File: config.mk
export PLATFORM = sky130hd
export DESIGN_NAME = led_port_arbiter_flat
export DESIGN_NICKNAME = d
export VERILOG_FILES = /design/src/rtl/led_port_arbiter_pkg.sv /design/src/rtl/led_port_arbiter_if.sv /design/src/rtl/led_port_arbiter_rr.sv /design/src/rtl/led_port_arbiter.sv /design/src/flat_wrapper.sv
export SDC_FILE = /design/constraint.sdc
export NUM_CORES = 1
export LEC_CHECK = 0
export ABC_AREA = 1
export BUFFER_PORTS_ARGS = -buffer_cell sky130_fd_sc_hd__buf_2
export CORE_MARGIN = 2
export CORE_UTILIZATION = 45
export DETAILED_ROUTE_END_ITERATION = 10
export GPL_TIMING_DRIVEN = 0
export PLACE_DENSITY = 0.69
export REMOVE_ABC_BUFFERS = 1
export SETUP_SLACK_MARGIN = 0.1
export SLEW_MARGIN = 20
export SYNTH_ARGS = -nofsm -noshare
export SYNTH_HDL_FRONTEND = slang
export SYNTH_SLANG_ARGS = --single-unit
File: constraint.sdc
create_clock -name clock -period 3.2 [get_ports clock]
set_input_delay 0.48 -clock clock [delete_from_list [all_inputs] [get_ports clock]]
set_output_delay 0.48 -clock clock [all_outputs]
set_load 0.01 [all_outputs]
File: src/rtl/led_port_arbiter_pkg.sv
// Shared types and constants for the LED port arbiter slice.
package led_ctrl_pkg;
    localparam int LED_W   = 4;
    localparam int MAX_REQ = 4;

    typedef enum logic [1:0] {
        CLEAR = 2'd0,
        IDLE  = 2'd1,
        WRITE = 2'd2,
        HOLD  = 2'd3
    } state_t;
endpackage

File: src/rtl/led_port_arbiter_if.sv
// Requester/LED-register bundle between the write sources and the arbiter.
interface led_port_arbiter_if
    import led_ctrl_pkg::*;
#(
    parameter int NREQ = 3
) ();
    logic [NREQ-1:0]       req_valid;
    logic [LED_W*NREQ-1:0] req_data;
    logic [NREQ-1:0]       req_ready;
    logic [LED_W-1:0]      led_data;
    logic                  led_enable;
    logic                  busy;
    logic [1:0]            last_grant;

    modport master (
        output req_valid, req_data,
        input  req_ready, led_data, led_enable, busy, last_grant
    );

    modport slave (
        input  req_valid, req_data,
        output req_ready, led_data, led_enable, busy, last_grant
    );
endinterface

File: src/rtl/led_port_arbiter_rr.sv
// Combinational rotating-priority select: first valid index after last_grant.
module rr_arbiter #(
    parameter int NREQ = 3
) (
    input  logic [NREQ-1:0] valid,
    input  logic [1:0]      last_grant,
    output logic [NREQ-1:0] grant,
    output logic [1:0]      index,
    output logic            any
);
    always_comb begin
        grant = '0;
        index = last_grant;
        any   = 1'b0;
        // k walks distance from last_grant; j matches the index at that distance
        for (int unsigned k = 1; k <= NREQ; k++) begin
            for (int unsigned j = 0; j < NREQ; j++) begin
                if (!any && valid[j] && (j == (32'(last_grant) + k) % NREQ)) begin
                    any      = 1'b1;
                    grant[j] = 1'b1;
                    index    = 2'(j);
                end
            end
        end
    end
endmodule

File: src/rtl/led_port_arbiter.sv
// Arbitrates LED register writes among requesters, clears the LED on reset
// and enforces a hold period after every write.
module led_port_arbiter
    import led_ctrl_pkg::*;
#(
    parameter int NREQ        = 3,
    parameter int HOLD_CYCLES = 4
) (
    input logic               clock,
    input logic               reset,
    led_port_arbiter_if.slave bus
);
    state_t           state, state_n;
    logic [7:0]       hold_cnt;
    logic [LED_W-1:0] led_q;
    logic [1:0]       last_q;
    logic [NREQ-1:0]  grant;
    logic [1:0]       win;
    logic             any;
    logic [LED_W-1:0] sel_data;
    logic             accept;

    rr_arbiter #(.NREQ(NREQ)) u_rr (
        .valid      (bus.req_valid),
        .last_grant (last_q),
        .grant      (grant),
        .index      (win),
        .any        (any)
    );

    always_comb begin
        sel_data = '0;
        for (int unsigned j = 0; j < NREQ; j++) begin
            if (grant[j]) sel_data = bus.req_data[j*LED_W +: LED_W];
        end
    end

    assign accept = (state == IDLE) && any && !reset;

    always_comb begin
        state_n = state;
        case (state)
            CLEAR:   state_n = IDLE;
            IDLE:    if (any) state_n = WRITE;
            WRITE:   state_n = (HOLD_CYCLES == 0) ? IDLE : HOLD;
            HOLD:    if (hold_cnt == 8'd0) state_n = IDLE;
            default: state_n = CLEAR;
        endcase
    end

    always_ff @(posedge clock) begin
        if (reset) begin
            state    <= CLEAR;
            hold_cnt <= '0;
            led_q    <= '0;
            last_q   <= 2'(NREQ - 1);
        end else begin
            state <= state_n;
            if (accept) begin
                led_q  <= sel_data;
                last_q <= win;
            end
            if (state == WRITE) begin
                if (HOLD_CYCLES != 0) hold_cnt <= 8'(HOLD_CYCLES - 1);
            end else if (state == HOLD && hold_cnt != 8'd0) begin
                hold_cnt <= hold_cnt - 8'd1;
            end
        end
    end

    // Enable is decoded from the state register but masked while reset is high,
    // so a write pending in WRITE is dropped when reset lands on it.
    assign bus.led_enable = !reset && (state == CLEAR || state == WRITE);
    assign bus.req_ready  = accept ? grant : '0;
    assign bus.led_data   = led_q;
    assign bus.busy       = (state != IDLE);
    assign bus.last_grant = last_q;
endmodule

File: src/flat_wrapper.sv
// flat-port wrapper written by rule: the top's interface ports become plain ports
module led_port_arbiter_flat import led_ctrl_pkg::*;
#(
    parameter int NREQ        = 3,
    parameter int HOLD_CYCLES = 4
)
  (clock, reset, bus_req_valid, bus_req_data, bus_req_ready, bus_led_data, bus_led_enable, bus_busy, bus_last_grant);
  led_port_arbiter_if #(.NREQ(NREQ)) bus_i ();
  input logic clock;
  input logic reset;
  input wire logic [$bits(bus_i.req_valid)-1:0] bus_req_valid;
  input wire logic [$bits(bus_i.req_data)-1:0] bus_req_data;
  output wire logic [$bits(bus_i.req_ready)-1:0] bus_req_ready;
  output wire logic [$bits(bus_i.led_data)-1:0] bus_led_data;
  output wire logic [$bits(bus_i.led_enable)-1:0] bus_led_enable;
  output wire logic [$bits(bus_i.busy)-1:0] bus_busy;
  output wire logic [$bits(bus_i.last_grant)-1:0] bus_last_grant;
  assign bus_i.req_valid = bus_req_valid;
  assign bus_i.req_data = bus_req_data;
  assign bus_req_ready = bus_i.req_ready;
  assign bus_led_data = bus_i.led_data;
  assign bus_led_enable = bus_i.led_enable;
  assign bus_busy = bus_i.busy;
  assign bus_last_grant = bus_i.last_grant;
  led_port_arbiter #(.NREQ(NREQ), .HOLD_CYCLES(HOLD_CYCLES)) u_core (.clock(clock), .reset(reset), .bus(bus_i));
endmodule
After elaboration in Yosys (flattened, before gate mapping)
Cells that the tools add are included.

operators by class
  add/sub/neg operators = 4
  divide/modulo/power cells = 3
  equality and inequality tests = 12
  multiplexer cells = 35
  reductions and logical operators = 42

operators by type and width
  operator                                                                  number
  1-bit by 32-bit equality test with 1-bit output, first input constant     3
  2-bit by 32-bit equality test with 1-bit output, first input constant     3
  32-bit logical NOT                                                        3
  32-bit by 2-bit remainder unit with 32-bit output, second input constant  3
  2-bit 2-to-1 mux                                                          13
  1-bit logical AND                                                         21
  1-bit 2-to-1 mux                                                          17
  4-bit 2-to-1 mux                                                          3
  1-bit logical NOT                                                         9
  9-bit nonzero test                                                        1
  8-bit logical NOT                                                         1
  2-bit one-hot mux with 4 select lines                                     1
  8-bit nonzero test                                                        1
  8-bit by 1-bit subtractor with 8-bit output, second input constant        1
  2-bit by 2-bit adder with 3-bit output, second input constant             2
  2-bit by 1-bit != test with 1-bit output, second input constant           3
  2-bit equality test, second input constant                                2
  2-bit AND reduction                                                       2
  2-bit by 1-bit adder with 3-bit output, second input constant             1
  3-bit 2-to-1 mux                                                          1
  2-bit by 1-bit equality test with 1-bit output, second input constant     1
  2-bit logical NOT                                                         1
  2-bit nonzero test                                                        1
  2-bit OR reduction                                                        1
  1-bit logical OR                                                          1

word-level totals
  register bits after elaboration = 16
  input bits = 17

Longest topological paths before layout
  depth in word-level cells = 40
  depth in mapped cells = 14
  depth with buffers taken out = 14

Cells and area by module
A second synthesis with hierarchy kept.

second synthesis, totals
  cell total of the unflattened synthesis = 202
  area total of the unflattened synthesis = 1,283.7 sq um

modules (own cells, without submodules)
  module            times used  cells an instance  area each (sq um)
  led_port_arbiter  1           151                994.7
  rr_arbiter        1           51                 289.0

Worst setup path after synthesis
OpenSTA, ideal clock, no wires.

  path kind = flip-flop to output port
  from = reg u_core.last_q[0] (netlist: u_core.bus.last_grant[0])
  to = out bus_req_ready[0]
  arrival time = 1.809 ns
  required time = 2.720 ns
  path slack = 0.911 ns
  stages on the path, launching flop included = 12
  path buffers = 0
  cells stage by stage = dfxtp_1 > inv_1 > ha_1 > nand2_1 > nand4_1 > nand4_2 > nor2_2 > nand2_1 > nand2_4 > nor2_8 > inv_2 > a21oi_1

between the ends
  longest elaborated chain between the ends = 40
  elaborated cells on any way between the ends = 54

RTL lines
  element                                            line                       text
  start, declared                                    led_port_arbiter.sv:16     logic [1:0] last_q;
  start signal, assigned                             led_port_arbiter.sv:56     last_q <= 2'(NREQ - 1);
  start signal, assigned                             led_port_arbiter.sv:61     last_q <= win;
  2-bit by 1-bit adder with 3-bit output             led_port_arbiter_rr.sv:18  if (!any && valid[j] && (j == (32'(last_grant) + k) % NREQ)) begin
  32-bit by 2-bit remainder unit with 32-bit output  led_port_arbiter_rr.sv:18
  32-bit logical NOT                                 led_port_arbiter_rr.sv:18
  1-bit logical AND                                  led_port_arbiter_rr.sv:18
  1-bit 2-to-1 mux                                   led_port_arbiter_rr.sv:18
  1-bit logical NOT                                  led_port_arbiter_rr.sv:18
  1-bit logical AND (2 in series)                    led_port_arbiter_rr.sv:18
  1-bit 2-to-1 mux                                   led_port_arbiter_rr.sv:18
  [... 20 more ...]                                  -
  1-bit logical NOT                                  led_port_arbiter_rr.sv:18
  1-bit logical AND (2 in series)                    led_port_arbiter_rr.sv:18
  1-bit 2-to-1 mux                                   led_port_arbiter_rr.sv:18
  1-bit logical NOT                                  led_port_arbiter_rr.sv:18
  1-bit logical AND (2 in series)                    led_port_arbiter_rr.sv:18
  1-bit 2-to-1 mux                                   led_port_arbiter_rr.sv:18
  1-bit logical AND (2 in series)                    led_port_arbiter.sv:38     assign accept = (state == IDLE) && any && !reset;
  3-bit 2-to-1 mux (*)                               led_port_arbiter.sv:74     assign bus.req_ready = accept ? grant : '0;
  end, declared                                      flat_wrapper.sv:13         output wire logic [$bits(bus_i.req_ready)-1:0] bus_req_ready;

Every way passes the cells marked *; elsewhere a longest branch is shown, timed or not.

Final worst setup path
  from = reg u_core.last_q[0] (netlist: u_core.bus.last_grant[0])
  to = out bus_req_ready[2]

The elaborated chain is that of the path after synthesis.

==> results.txt <==
Tmin final: 2.83 ns
RSZ-0062 raised after global routing: no
Horiz. Die Dim: 53.7 µm
Library cells used by synthesis: 27
Initial drt markers: 16
Dpl hpwl: 1920 µm
Cell Area, Synth: 0.00111 mm²
Area Growth Syn to Fin: 18.1%
Count of final setup violators: 0
Period utilization: 88.4%
Post-CTS setup repair buffer count: 0
Remaining DRCs: 0
Vias: 1063
Max cap viols: 0
CP required: 2.72 ns
Core box area: 0.00241 mm²
LEAKAGE: 0.000708 µW
Crit path launch type: register
CP endpoint kind: output pin
Max-slew violations: 0
Congestion Overflow GR: 0
Clk sink count: 16
Post-synth EDFFs: 0
Pre-antenna DRT Iters: 4
Syn Inst Count: 166
Routed Wire Length: 2350 µm
Final hold vios: 0
CTS tree: done
Number of port buffers: 27
Critical path arrival: 2.35 ns
H-Tree Depth: 1
ANT nets after route: 0
Mean post-synth cell area: 6.71 µm²
Share of cells above drive strength 1: 23.5%
Placed cells: 222
Synthesis Warnings: 0
Starting density of the core: 46.2%
Synth area leaders: dfxtp_1 (29%), nand2_1 (18%), ha_1 (10%)
Core Rows: 18
Max_slew headroom: 77.8%
Inserted Clock Buffers: 3
Post-CTS sizing: 0
Synth Flop Type: dfxtp_1
Outcome: finished, final reports clean
Gpl congestion: 0.778
Kind of critical path: register to output pin
Worst-path clk slew: 0.10 ns
DIE AREA: 0.00289 mm²
Clock latency at the later pin of the worst-skew pair: 0.29 ns
Num ports: 28
Post-synth top area cell: dfxtp_1
Slew @ Worst Pin: 0.329 ns
Longest Clk Path Bufs: 2
Maximum VDD drop: 0.000295 V
Antenna cell count: 0
Setup Skew: 0.00210 ns
Die H: 53.7 µm
Async S/R FF share, synth: 0%
Fmax: 354 MHz
Setup TNS: 0 ns
DR vias/cell: 4.70
Worst Hold Class: input port to register
Pwr per Cell Area: 612 mW/mm²
Gr usage total: 18.0%
Drt wl/cell: 10.4 µm
Fin cells: 226
Vias in the first global route: 962
Largest net degree at the start of global routing: 10
Post-synthesis sequential area ratio: 28.8%
Top-area cell type share of the netlist area: 28.8%
Fillers: 245
Root buf cell: clkbuf_4
Reg2reg setup slack: 1.12 ns
Global-route wire length before repair: 3860 µm
Final #Nets: 223
Worst-path maximum fanout: 7
Antenna violations before repair: 0
Post-CTS Hold Buffers: 0
#FFs+latches synth: 16
[through the flow]
step	hold WS, ns	setup WS, ns	power, µW	cell area (µm²)	util [%]
after floorplan	0.463	0.911	571	1110	-
after global placement	0.475	0.784	657	1280	53.1
after detailed placement	0.470	0.734	672	1280	53.1
after CTS	0.455	0.382	810	1320	54.6
after global routing	0.471	0.186	884	1320	54.6
final	0.454	0.372	805	1320	54.6
[path summary, 6_finish.rpt]
path                            cells past startpoint                startpoint                       end
worst max-delay path                               13  u_core.bus.last_grant[0]          bus_req_ready[2]
worst min-delay path                                3           bus_req_data[8]    u_core.bus.led_data[0]
worst max register to register                     12  u_core.bus.last_grant[0]  u_core.bus.last_grant[1]
worst min register to register                      2    u_core.bus.led_data[1]    u_core.bus.led_data[1]
[per-layer routing]
metal  share of wire, %  global-route usage, %  vias up
met5                  0                      0        -
met4               0.60                   6.41        0
met3                5.0                   3.33        2
met2                 49                   30.7       27
met1                 46                   22.6      450
li1                   -                      -      584
[flip-flops by register name, summed over array words and instances (netlist names)]
signal and flops:
u_core.bus.last_grant 2, u_core.bus.led_data 4, u_core.hold_cnt 8, u_core.state 2
[cell usage in the layout, fill, tap and decap left out, drive strengths merged]
cell	n
nand2	55
buf	27
inv	26
nor2	17
dfxtp	16
a21oi	14
ha	9
nand3	7
o21ai	6
nand4	4
clkbuf	4
nor3b	2
xor2	2
nand3b	1
a32oi	1
o21a	1
or2	1
nor3	1
o211ai	1
o21bai	1
[where the power goes]
part	total [µW]	switching [µW]	leakage (µW)	internal, µW
registers	272	31.3	0.000130	241
logic	396	248	0.000557	148
clock network	137	67.5	0.0000210	69.3
total	805	347	0.000708	458
[cell families after synthesis]
kind of cell,synth area share [%]
compound gates,13.8
xor+xnor,1.57
fa+ha+maj,10.1
buf+inv,9.44
flops,28.8
simple gates,36.3
[cell type report]
| cell class | count | area, µm² | area share (%) |
|---|---|---|---|
| inverter | 26 | 97.6 | 7.42 |
| clock buffer | 4 | 36.3 | 2.76 |
| multi-input combinational | 123 | 688 | 52.3 |
| sequential | 16 | 320 | 24.4 |
| timing repair buffer | 27 | 135 | 10.3 |
| tap | 30 | 37.5 | 2.85 |
[cells in the mapped netlist, types with 2 or more instances]
cell type / n
inv_1: 25
nand3_1: 7
nor2_2: 2
nand4_1: 3
dfxtp_1: 16
ha_1: 9
a21oi_1: 9
o21ai_0: 5
xor2_1: 2
a21oi_2: 5
nand2_2: 2
nor3b_1: 2
nand2_1: 52
nor2_1: 14
[critical path, cell delays in order, from the launching register on]
cell,delay [ns]
dfxtp_1,0.40
inv_1,0.06
ha_1,0.34
nand2_1,0.12
nand2_1,0.07
a21oi_2,0.20
nand4_2,0.13
nor2_2,0.16
nand2_1,0.12
nand2_4,0.14
nor2_8,0.06
nand2_1,0.09
inv_1,0.05
buf_2,0.13
(Power assumes the default switching activity.)
